### config.mk
export PLATFORM = sky130hd
export DESIGN_NAME = frq_meter
export DESIGN_NICKNAME = d
export VERILOG_FILES = /design/src/rtl/frq_pkg.sv /design/src/rtl/frq_meter_edge_sync.sv /design/src/rtl/frq_meter.sv
export SDC_FILE = /design/constraint.sdc
export NUM_CORES = 1
export LEC_CHECK = 0
export ABC_CLOCK_PERIOD_IN_PS = 11200
export CORE_MARGIN = 5
export CORE_UTILIZATION = 30
export DETAILED_ROUTE_END_ITERATION = 10
export PLACE_DENSITY = 0.51
export RECOVER_POWER = 100
export SLEW_MARGIN = 20
export SYNTH_ARGS = -nofsm -noshare
export SYNTH_HDL_FRONTEND = slang
export SYNTH_SLANG_ARGS = --single-unit
### constraint.sdc
create_clock -name clk -period 11.2 [get_ports clk]
set_input_delay 1.12 -clock clk [delete_from_list [all_inputs] [get_ports clk]]
set_output_delay 1.12 -clock clk [all_outputs]
set_load 0.005 [all_outputs]
### src/rtl/frq_pkg.sv
// Shared constants for the frequency divider / meter pair: code width,
// nominal half-period table and the meter FSM states.
package frq_pkg;

    localparam int NUM_CODES = 32;
    localparam int CODE_W    = 5;
    localparam int HALF_W    = 8;
    localparam int PERIOD_W  = HALF_W + 1;

    typedef enum logic [1:0] {
        ST_ARM     = 2'd0,
        ST_MEASURE = 2'd1,
        ST_SEARCH  = 2'd2,
        ST_DONE    = 2'd3
    } frq_state_e;

    // Divider half-period for a select code: 4*(code+1) clk cycles.
    function automatic logic [HALF_W-1:0] half_period(input logic [CODE_W-1:0] code);
        logic [HALF_W-1:0] k_s;
        k_s = {{(HALF_W-CODE_W){1'b0}}, code} + 8'd1;
        return {k_s[HALF_W-3:0], 2'b00};
    endfunction

    // Full nominal period produced by the divider for a select code.
    function automatic logic [PERIOD_W-1:0] nominal_period(input logic [CODE_W-1:0] code);
        return {half_period(code), 1'b0};
    endfunction

endpackage

### src/rtl/frq_meter_edge_sync.sv
// Two-flop synchronizer for the asynchronous input plus a third flop that
// turns its rising transition into a one-cycle pulse.
module edge_sync (
    input  logic clk,
    input  logic reset_n,
    input  logic sig_in,
    output logic rise
);

    logic sync1_r;
    logic sync2_r;
    logic prev_r;

    // Synchronizer chain and edge-detect history.
    always_ff @(posedge clk or negedge reset_n) begin
        if (!reset_n) begin
            sync1_r <= 1'b0;
            sync2_r <= 1'b0;
            prev_r  <= 1'b0;
        end else begin
            sync1_r <= sig_in;
            sync2_r <= sync1_r;
            prev_r  <= sync2_r;
        end
    end

    assign rise = sync2_r & ~prev_r;

endmodule

### src/rtl/frq_meter.sv
// Measures the period of an external square wave and maps it back to the
// divider select code whose nominal period lies within TOL cycles.
module frq_meter
    import frq_pkg::*;
#(
    parameter int CNT_W   = 12,
    parameter int TOL     = 2,
    parameter int TIMEOUT = 1023
) (
    input  logic              clk,
    input  logic              reset_n,
    input  logic              sig_in,
    output logic [CODE_W-1:0] f_code,
    output logic              f_valid,
    output logic              no_match,
    output logic              no_signal,
    output logic              meas_done,
    output logic [CNT_W-1:0]  period_out
);

    localparam int                EXT_W     = CNT_W + 1;
    localparam logic [CNT_W-1:0]  CNT_MAX   = {CNT_W{1'b1}};
    localparam logic [CNT_W-1:0]  TIMEOUT_C = CNT_W'(TIMEOUT);
    localparam logic [EXT_W-1:0]  TOL_C     = EXT_W'(TOL);
    localparam logic [CODE_W-1:0] LAST_IDX  = CODE_W'(NUM_CODES - 1);

    frq_state_e        state_r;
    frq_state_e        state_s;
    logic [CNT_W-1:0]  cnt_r;
    logic [CODE_W-1:0] idx_r;
    logic [CODE_W-1:0] idx_s;
    logic              rise_s;
    logic              tmo_s;
    logic [EXT_W-1:0]  meas_ext_s;
    logic [EXT_W-1:0]  nom_ext_s;
    logic [EXT_W-1:0]  diff_s;
    logic              hit_s;
    logic [CODE_W-1:0] f_code_s;
    logic              f_valid_s;
    logic              no_match_s;
    logic              no_signal_s;
    logic              meas_done_s;
    logic [CNT_W-1:0]  period_s;

    edge_sync u_edge_sync (
        .clk     (clk),
        .reset_n (reset_n),
        .sig_in  (sig_in),
        .rise    (rise_s)
    );

    // Period counter: restarts at 1 on every edge, saturates at full scale.
    always_ff @(posedge clk or negedge reset_n) begin
        if (!reset_n) begin
            cnt_r <= {CNT_W{1'b0}};
        end else if (rise_s) begin
            cnt_r <= CNT_W'(1);
        end else if (cnt_r != CNT_MAX) begin
            cnt_r <= cnt_r + CNT_W'(1);
        end
    end

    assign tmo_s = (cnt_r >= TIMEOUT_C);

    // Table compare for the current search index; a saturated capture never matches.
    always_comb begin
        meas_ext_s = {1'b0, period_out};
        nom_ext_s  = EXT_W'(nominal_period(idx_r));
        if (meas_ext_s >= nom_ext_s) begin
            diff_s = meas_ext_s - nom_ext_s;
        end else begin
            diff_s = nom_ext_s - meas_ext_s;
        end
        hit_s = (diff_s <= TOL_C) && (period_out != CNT_MAX);
    end

    // Next-state and next-output logic; results are posted on entry to DONE.
    always_comb begin
        state_s     = state_r;
        idx_s       = idx_r;
        f_code_s    = f_code;
        f_valid_s   = f_valid;
        no_match_s  = no_match;
        meas_done_s = 1'b0;
        period_s    = period_out;
        if (rise_s) begin
            no_signal_s = 1'b0;
        end else begin
            no_signal_s = no_signal;
        end
        case (state_r)
            ST_ARM: begin
                if (rise_s) begin
                    state_s = ST_MEASURE;
                end else if (tmo_s) begin
                    no_signal_s = 1'b1;
                    f_valid_s   = 1'b0;
                    no_match_s  = 1'b0;
                    state_s     = ST_ARM;
                end else begin
                    state_s = ST_ARM;
                end
            end
            ST_MEASURE: begin
                if (rise_s) begin
                    period_s = cnt_r;
                    idx_s    = {CODE_W{1'b0}};
                    state_s  = ST_SEARCH;
                end else if (tmo_s) begin
                    no_signal_s = 1'b1;
                    f_valid_s   = 1'b0;
                    no_match_s  = 1'b0;
                    state_s     = ST_ARM;
                end else begin
                    state_s = ST_MEASURE;
                end
            end
            ST_SEARCH: begin
                if (hit_s) begin
                    f_code_s    = idx_r;
                    f_valid_s   = 1'b1;
                    no_match_s  = 1'b0;
                    meas_done_s = 1'b1;
                    state_s     = ST_DONE;
                end else if (idx_r == LAST_IDX) begin
                    f_valid_s   = 1'b0;
                    no_match_s  = 1'b1;
                    meas_done_s = 1'b1;
                    state_s     = ST_DONE;
                end else begin
                    idx_s = idx_r + CODE_W'(1);
                end
            end
            ST_DONE: begin
                idx_s   = {CODE_W{1'b0}};
                state_s = ST_ARM;
            end
            default: begin
                idx_s   = {CODE_W{1'b0}};
                state_s = ST_ARM;
            end
        endcase
    end

    // State, search index and registered outputs.
    always_ff @(posedge clk or negedge reset_n) begin
        if (!reset_n) begin
            state_r    <= ST_ARM;
            idx_r      <= {CODE_W{1'b0}};
            f_code     <= {CODE_W{1'b0}};
            f_valid    <= 1'b0;
            no_match   <= 1'b0;
            no_signal  <= 1'b0;
            meas_done  <= 1'b0;
            period_out <= {CNT_W{1'b0}};
        end else begin
            state_r    <= state_s;
            idx_r      <= idx_s;
            f_code     <= f_code_s;
            f_valid    <= f_valid_s;
            no_match   <= no_match_s;
            no_signal  <= no_signal_s;
            meas_done  <= meas_done_s;
            period_out <= period_s;
        end
    end

endmodule
==> reports/results.txt, run 1 <==
Largest net degree at the start of global routing - 44
Final setup fails - 0
Worst-Margin Slew - 2.272 ns
Slew Viols, Final - 68
Hpwl dp - 4.645 mm
Initial DRC count - 58
# rows - 35
Achievable Freq - 0.2067 GHz
Max incr delay on CP - 1.08 ns
Crit Path Category - flip-flop to flip-flop
Via count - 2054
Synth cell types - 59
Synthesized area per cell - 9.735 um2
Unrepaired setup endpoints after global routing - false
Internal power - 0.4176 mW
Ys flop type - dfrtp_1
Required @ worst endpoint - 11.38 ns
Routed length per instance - 14.78 um
CTS max path bufs - 2
Count of final hold-check violations - 0
Slowest stage cell on the critical path - nor4_1
Asr flop ratio synth - 1.000
WP data arrival - 5.02 ns
Gr usage total - 0.1106
Initial antenna violation count - 0
Remaining DRCs - 0
MaxCap Viol Count - 2
Die ar. - 11160 um2
Worst-path clk slew - 0.08 ns
Via density - 4.998
Mapped Nets - 303
Failing checks - max-capacitance violations, max-slew violations
CTS H-tree depth - 2
Die span in x - 105.7 um
Total Power - 0.7130 mW
Global route overflow - 0
Flops & latches, synth - 43
Worst-skew pair later-pin latency - 0.29 ns
Initial core utilization - 0.3028
Status - finished with violations
VDD IR-drop max - 0.06414 mV
CTS sink cnt - 43
Initial DRT Pass Iterations - 4
NumNets Final - 320
Synth cell count leaders - 43 x dfrtp_1, 27 x nand2_1, 20 x inv_1
Diodes inserted - 0
Slew headroom - -0.5149
Hold_buf cts - 0
Post-CTS setup buffers - 0
Tightest Hold Check Type - flip-flop to flip-flop
Area grow syn2layout - 11.99%
GP Congestion - 0.8497
Largest cells by area after synthesis - dfrtp_1 39%, ha_1 7.7%, nand2_1 3.7%
Power density cells - 231.9 nW/um2
Most frequent cell after synthesis - dfrtp_1
Final antenna-violating net count - 0
Synth top area share - 0.3920
First-pass GRT wire length - 10.05 mm
Max Fanout on Critical Path - 11
Cts repair resizes - 0
Yosys warns - 0
Number of synthesized flops with an enable pin - 0
Crit path top cell by count - ha_1
Die Span Y - 105.7 um
Synth Instances - 282
Setup TNS - 0 ns
Yosys top cell by area - dfrtp_1
Combinational share of power - 0.558
Total Wirelength - 6.073 mm
CTS buffer count - 5
Final core area utilization - 0.3391
# port buffers - 23
Leakage - 1.507 nW
P_sw - 0.2953 mW
CTS root buf - clkbuf_8
Finished Layout Cells - 411
Clk_skew - 0.008674 ns
TritonCTS clock tree - built
Setup crit start kind - flip-flop
Seq/Total Area, Yosys - 0.3920
Core area - 9065 um2
Period utilisation layout - 0.4320
Sw Ratio - 0.4142
Crit path cell chain - ha_1 > and3_1 > ha_1 > ha_1 > and2_0 > nand2_1 > o21a_1 > or4_1 > a211o_1 > nor4_1 > nor3b_1 > mux2_2
Dpl cells - 403
Sequential power share - 0.293
Vias in the first global route - 2012
Clock power share - 0.149
CP Capture Type - flip-flop
I/O pin total - 24
Period minus WS final - 4.838 ns
Fraction of layout cells with a size suffix above 1 - 0.06667
Mapped cell area - 2745 um2
-- area by class of cell --
class / instances / area, um2
repair buffers: 23 / 224.0
multi-input cells: 206 / 1460
inverters: 20 / 75.07
clock buffers: 8 / 100.1
fillers: 939 / 5991
flip-flops and latches: 43 / 1076
well taps: 111 / 138.9
-- metrics by stage --
step / worst slack [ns] / hold slack (ns) / cell area, um2
2_1_floorplan: 7.377 / 0.3312 / 2745
3_3_place_gp: 7.096 / 0.3348 / 3015
3_5_place_dp: 7.012 / 0.3381 / 3015
4_1_cts: 7.004 / 0.3577 / 3115
5_1_grt: 5.995 / 0.3654 / 3074
6_report: 6.362 / 0.3523 / 3074
-- layout by cell type (no fill, tap or decap), types with 5 or more instances in the layout --
master / Yosys / layout
ha_1: 17 / 17
xor2_1: 11 / 11
nand3_1: 9 / 9
a21oi_1: 9 / 9
nand2_1: 27 / 27
nor3_1: 5 / 5
dlygate4sd3_1: 0 / 22
clkbuf_8: 0 / 7
dfrtp_1: 43 / 43
and3_1: 5 / 5
inv_1: 20 / 20
nor2_1: 16 / 16
o21ai_0: 18 / 18
mux2_1: 0 / 6
-- registers in the layout, indices dropped and copies added, names as in the netlist, named ones only --
name	count
cnt_r	12
f_code	5
f_valid	1
idx_r	5
meas_done	1
no_match	1
no_signal	1
period_out	12
state_r	1
u_edge_sync.prev_r	1
u_edge_sync.sync1_r	1
u_edge_sync.sync2_r	1
-- layer usage --
layer,GRT usage,vias up,wire length (um)
met5,0,-,0
met4,0.03885,0,129
met3,0.02021,8,136
met2,0.1776,33,2809
met1,0.1492,971,2998
li1,-,1042,-
-- worst paths after layout --
| check | from | end | slack [ns] | cells after the start |
|---|---|---|---|---|
| min reg2reg | u_edge_sync.sync1_r$_DFF_PN0_ | u_edge_sync.sync2_r$_DFF_PN0_ | 0.35 | 0 |
| max in group asynchronous | reset_n | period_out[1]$_DFFE_PN0P_ | 8.39 | 1 |
| min | u_edge_sync.sync1_r$_DFF_PN0_ | u_edge_sync.sync2_r$_DFF_PN0_ | 0.35 | 0 |
| max reg2reg | idx_r[0]$_DFFE_PN0P_ | idx_r[0]$_DFFE_PN0P_ | 6.36 | 12 |
| max | idx_r[0]$_DFFE_PN0P_ | idx_r[0]$_DFFE_PN0P_ | 6.36 | 12 |
| min in group asynchronous | reset_n | f_code[3]$_DFFE_PN0P_ | 1.49 | 1 |
-- cell families (layout without fill, tap and decap cells) --
| logic type | count (synthesis) | in the layout | share of synthesized area |
|---|---|---|---|
| adder cells (fa/ha/maj) | 18 | 18 | 0.08478 |
| flip-flops | 43 | 43 | 0.3920 |
| AO/OA/AOI/OAI | 69 | 69 | 0.1764 |
| AND/OR/NAND/NOR | 93 | 93 | 0.1846 |
| XOR/XNOR | 14 | 14 | 0.04467 |
| multiplexers | 12 | 12 | 0.05424 |
| buffers and inverters | 33 | 51 | 0.06335 |
-- power by group through the flow --
stage | Sequential, mW | Combinational (mW) | Clock [mW]
6_report | 0.209 | 0.398 | 0.107
3_5_place_dp | 0.213 | 0.415 | 0
5_1_grt | 0.214 | 0.447 | 0.117
2_1_floorplan | 0.203 | 0.344 | 0
3_3_place_gp | 0.213 | 0.418 | 0
4_1_cts | 0.210 | 0.418 | 0.111
-- critical path: cells and delay by family (launching register included) --
kind	cells	cell delay (ns)
muxes	1	0.35
AOI/OAI and AO/OA	2	0.57
and+or+nand+nor	6	2.28
adders and majority gates	3	1.11
DFF	1	0.42
No activity file was read; power rests on OpenSTA's default activity.
==> run 2, diff against run 1 <==
- ABC_CLOCK_PERIOD_IN_PS: 11200 -> 4410
- PLACE_DENSITY: 0.51 -> 0.53
- clock period: 11.2 -> 4.41 ns (I/O delays scaled with it)
==> run 2 against run 1 <==
Compared with the run above: the run still ends with max-capacitance violations, max-slew violations left; non-clock buffer count stayed put; wire length is 0.64% higher; critical path type unchanged; largest power group unchanged; sequential share of layout area down 0.25 points; global-route usage grew 0.40 points; first-iteration DRC count is 36% higher; clock skew down 0.0062 ns; via count rose by 0.73%; clock power grew 130%; count of clock-buffer cells in the layout is 2 lower; register-to-register slack got worse by 6.1 ns; utilization increased by 0.25 points; combinational power rose to 2.7 times the previous value.
==> reports/results.txt, run 2 (synthesis gave the netlist of run 1 again) <==
GP Congestion - 0.7947
CTS max path bufs - 2
CP Capture Type - flip-flop
# port buffers - 23
Worst R2R End - f_code[2]$_DFFE_PN0P_
Period minus WS final - 4.159 ns
Initial DRT Pass Iterations - 5
Hold Path End - u_edge_sync.sync2_r$_DFF_PN0_
Routed length per instance - 14.87 um
Buffers & Inverters on Critical Path - 0
Achievable Freq - 0.2404 GHz
Setup TNS - 0 ns
Clk_skew - 0.002482 ns
Power density cells - 592.8 nW/um2
Vias in the first global route - 2104
Slowest stage cell on the critical path - or4_1
Gr usage total - 0.1146
# rows - 35
Die Span Y - 105.7 um
Slew Viols, Final - 68
Crit-path leading delay family - simple AND/OR/NAND/NOR gates
Worst r2r path cells - 11
NumNets Final - 320
Slew headroom - -0.5241
Period utilisation layout - 0.9431
Via count - 2069
Initial core utilization - 0.3028
Dpl cell area - 3015 um2
Final Instance Area - 3097 um2
Area grow syn2layout - 12.81%
CP startpoint - idx_r[0]$_DFFE_PN0P_
WP data arrival - 4.34 ns
Setup crit start kind - flip-flop
Status - finished with violations
FILL cells - 914
R2r startpoint - idx_r[0]$_DFFE_PN0P_
Max Fanout on Critical Path - 10
Hold Path Origin - u_edge_sync.sync1_r$_DFF_PN0_
WHS - 0.3584 ns
Crit Path Category - flip-flop to flip-flop
Worst-path clk slew - 0.08 ns
CTS sink cnt - 43
TritonCTS clock tree - built
Worst-Margin Slew - 2.286 ns
Initial DRC count - 79
Hold path depth - 0
MaxCap Viol Count - 2
Initial antenna violation count - 0
CTS H-tree depth - 2
Die ar. - 11160 um2
Largest net degree at the start of global routing - 44
Leakage - 1.513 nW
Via density - 5.034
Diodes inserted - 0
R2R setup slack - 0.25 ns
Count of final hold-check violations - 0
Leading cell type in the layout, fill and taps excluded - dfrtp_1
Required @ worst endpoint - 4.59 ns
Global route overflow - 0
Fraction of layout cells with a size suffix above 1 - 0.09667
Hold_buf cts - 0
Die span in x - 105.7 um
I/O pin total - 24
Final antenna-violating net count - 0
CTS root buf - clkbuf_8
First-pass GRT wire length - 10.39 mm
Most used cells in the layout excluding fill and tap cells - 43 x dfrtp_1, 27 x nand2_1, 22 x dlygate4sd3_1
Remaining DRCs - 0
Tightest Hold Check Type - flip-flop to flip-flop
CTS buffer count - 5
Cts repair resizes - 0
Top Registers - cnt_r x12, period_out x12
Core area - 9065 um2
Unrepaired setup endpoints after global routing - false
Max incr delay on CP - 0.54 ns
Worst-skew pair later-pin latency - 0.29 ns
Final setup fails - 0
Hpwl dp - 4.685 mm
Failing checks - max-capacitance violations, max-slew violations
Crit path cell chain - ha_1 > xor2_1 > ha_1 > and4b_1 > nor2_1 > a211o_1 > or4_1 > a211o_1 > nor4_4 > nand2_4 > mux2_4
Total Wirelength - 6.112 mm
Post-CTS setup buffers - 0
VDD IR-drop max - 0.2204 mV
run 2: final cells by class:
cell class | instances | area (um2) | share of cell area
Multi-Input combinational cell | 206 | 1498 | 0.4836
Sequential cell | 43 | 1076 | 0.3475
Timing Repair Buffer | 23 | 224.0 | 0.07232
Tap cell | 111 | 138.9 | 0.04485
Inverter | 20 | 75.07 | 0.02424
Clock buffer | 6 | 72.57 | 0.02343
Clock inverter | 2 | 12.51 | 0.004040
run 2: how the worst max path moves through the flow:
stage	slack, ns	to	cells after the start
after floorplan	0.59	f_code[0]$_DFFE_PN0P_	13
after global placement	0.29	f_code[1]$_DFFE_PN0P_	12
after detailed placement	0.20	f_code[2]$_DFFE_PN0P_	12
after CTS	0.20	f_code[2]$_DFFE_PN0P_	12
after global routing	0.01	f_code[0]$_DFFE_PN0P_	11
final	0.25	f_code[2]$_DFFE_PN0P_	11
run 2: routing by layer:
| metal | wire, um | up-vias | part of all wire | track usage |
|---|---|---|---|---|
| met3 | 184 | 10 | 0.030 | 0.02205 |
| met4 | 140 | 0 | 0.023 | 0.04625 |
| met5 | 0 | - | 0 | 0 |
| met2 | 2876 | 38 | 0.47 | 0.1867 |
| met1 | 2910 | 974 | 0.48 | 0.1491 |
| li1 | - | 1047 | - | - |
run 2: stage by stage:
| stage | cells | util | power, mW | worst slack, ns |
|---|---|---|---|---|
| after floorplan | 282 | - | 1.390 | 0.5867 |
| after global placement | 403 | 0.3326 | 1.602 | 0.2944 |
| after detailed placement | 403 | 0.3326 | 1.611 | 0.2026 |
| after CTS | 411 | 0.3420 | 1.863 | 0.2026 |
| after global routing | 411 | 0.3416 | 2.000 | 0.01210 |
| final | 411 | 0.3416 | 1.836 | 0.2510 |
run 2: report_power, final:
part | switching [mW] | internal (mW)
sequential | 0.0765 | 0.455
combinational | 0.592 | 0.468
clock | 0.133 | 0.111
==> run 3, diff against run 2 <==
- SLEW_MARGIN: 20 -> not set
==> run 3 against run 2 <==
Compared with the run above: the run still ends with max-capacitance violations, max-slew violations left; cell area stayed put; global-route usage stayed put; die area stayed put; combinational power hardly changed; largest cell class unchanged; setup slack worse by 0.00056 ns; via count is 0.24% higher; wire length stayed put; utilization stayed put; fmax hardly changed.
==> reports/results.txt, run 3 (synthesis gave the netlist of run 1 again) <==
Clk_skew - 0.002171 ns
Final Instance Area - 3097 um2
Largest net degree at the start of global routing - 44
Top Registers - cnt_r x12, period_out x12
Initial antenna violation count - 0
Achievable Freq - 0.2404 GHz
Worst-path clk slew - 0.08 ns
Dpl cell area - 3015 um2
Worst r2r path cells - 11
Most used cells in the layout excluding fill and tap cells - 43 x dfrtp_1, 27 x nand2_1, 22 x dlygate4sd3_1
Setup ws final - 0.2504 ns
VDD IR-drop max - 0.2208 mV
Worst-skew pair later-pin latency - 0.29 ns
Slew Viols, Final - 68
Period utilisation layout - 0.9432
Grt peak-use layer - met2
Crit Path Category - flip-flop to flip-flop
Total Wirelength - 6.112 mm
Crit path cell chain - ha_1 > xor2_1 > ha_1 > and4b_1 > nor2_1 > a211o_1 > or4_1 > a211o_1 > nor4_4 > nand2_4 > mux2_4
NumNets Final - 320
Pre-CTS setup slack - 0.2026 ns
CTS root buf - clkbuf_8
I/O pin total - 24
Worst-Margin Slew - 2.287 ns
Tightest Hold Check Type - flip-flop to flip-flop
Stages on worst setup path - 11
Hold Path End - u_edge_sync.sync2_r$_DFF_PN0_
Core area - 9065 um2
Post-CTS setup buffers - 0
Total Power - 1.838 mW
TritonCTS clock tree - built
Leading cell type in the layout, fill and taps excluded - dfrtp_1
Period minus WS final - 4.160 ns
Cts repair resizes - 0
FILL cells - 914
R2r startpoint - idx_r[0]$_DFFE_PN0P_
Gr usage total - 0.1146
Unrepaired setup endpoints after global routing - false
Area grow syn2layout - 12.81%
Combinational share of power - 0.577
Routed length per instance - 14.87 um
Hold path depth - 0
Max incr delay on CP - 0.54 ns
WHS - 0.3584 ns
CP Capture Type - flip-flop
Initial DRT Pass Iterations - 4
Buffers & Inverters on Critical Path - 0
Crit-path leading delay family - simple AND/OR/NAND/NOR gates
GR Util met2 - 0.1867
Die ar. - 11160 um2
MaxCap Viol Count - 2
Setup TNS - 0 ns
WP data arrival - 4.34 ns
Internal power - 1.034 mW
Footprint of the multi-input gates - 1498 um2
Dpl cells - 403
Required @ worst endpoint - 4.59 ns
Initial DRC count - 79
CTS sink cnt - 43
CTS buffer count - 5
Remaining DRCs - 0
Final setup fails - 0
Slew headroom - -0.5249
Slowest stage cell on the critical path - or4_1
Met1 usage - 0.1491
GP Congestion - 0.7947
Setup crit start kind - flip-flop
Hold Path Origin - u_edge_sync.sync1_r$_DFF_PN0_
Via count - 2074
CTS H-tree depth - 2
Max Fanout on Critical Path - 10
Sequential power share - 0.289
Initial core utilization - 0.3028
Worst R2R End - f_code[2]$_DFFE_PN0P_
Failing checks - max-capacitance violations, max-slew violations
First-pass GRT wire length - 10.39 mm
Clock power share - 0.133
Die Span Y - 105.7 um
Vias in the first global route - 2104
Final core area utilization - 0.3416
Sw Ratio - 0.4373
FF+latch area - 1076 um2
Die span in x - 105.7 um
Met3 Use GR - 0.02205
Finished Layout Cells - 411
Fraction of layout cells with a size suffix above 1 - 0.09667
Hold_buf cts - 0
CTS max path bufs - 2
Diodes inserted - 0
Hpwl dp - 4.685 mm
R2R setup slack - 0.25 ns
Power density cells - 593.4 nW/um2
# port buffers - 23
Final antenna-violating net count - 0
P_sw - 0.8035 mW
Status - finished with violations
Leakage - 1.513 nW
Count of final hold-check violations - 0
Via density - 5.046
# rows - 35
Global route overflow - 0
[run 3: final cells by class]
type	instances	area share
multi-input combinational	206	0.4836
sequential	43	0.3475
timing repair buffer	23	0.07232
tap	111	0.04485
inverter	20	0.02424
clock buffer	6	0.02343
clock inverter	2	0.004040
[run 3: routing by layer]
metal,part of all wire,wire (um),up-vias
met5,0,0,-
met1,0.48,2934,978
met3,0.031,188,12
met2,0.47,2846,38
met4,0.023,142,0
li1,-,-,1046
[run 3: worst register-to-register path: cells and delay by family (launching register included)]
kind / cells / cell delay, ns
adders and majority gates: 2 / 0.74
and+or+nand+nor: 5 / 1.70
AOI/OAI and AO/OA: 2 / 0.64
muxes: 1 / 0.33
DFF: 1 / 0.42
xor gates and xnor gates: 1 / 0.21
[run 3: worst max-delay path by stage]
stage,startpoint,endpoint,slack (ns)
3_5_place_dp,idx_r[0]$_DFFE_PN0P_,f_code[2]$_DFFE_PN0P_,0.20
2_1_floorplan,idx_r[0]$_DFFE_PN0P_,f_code[0]$_DFFE_PN0P_,0.59
3_3_place_gp,idx_r[0]$_DFFE_PN0P_,f_code[1]$_DFFE_PN0P_,0.29
4_1_cts,idx_r[0]$_DFFE_PN0P_,f_code[2]$_DFFE_PN0P_,0.20
5_1_grt,idx_r[0]$_DFFE_PN0P_,f_code[0]$_DFFE_PN0P_,0.01
6_report,idx_r[0]$_DFFE_PN0P_,f_code[2]$_DFFE_PN0P_,0.25
[run 3: power by group through the flow]
stage	Sequential (mW)	Clock (mW)	Combinational [mW]
3_5_place_dp	0.540	0	1.07
6_report	0.532	0.245	1.06
4_1_cts	0.533	0.257	1.07
5_1_grt	0.544	0.271	1.19
3_3_place_gp	0.539	0	1.06
2_1_floorplan	0.515	0	0.875
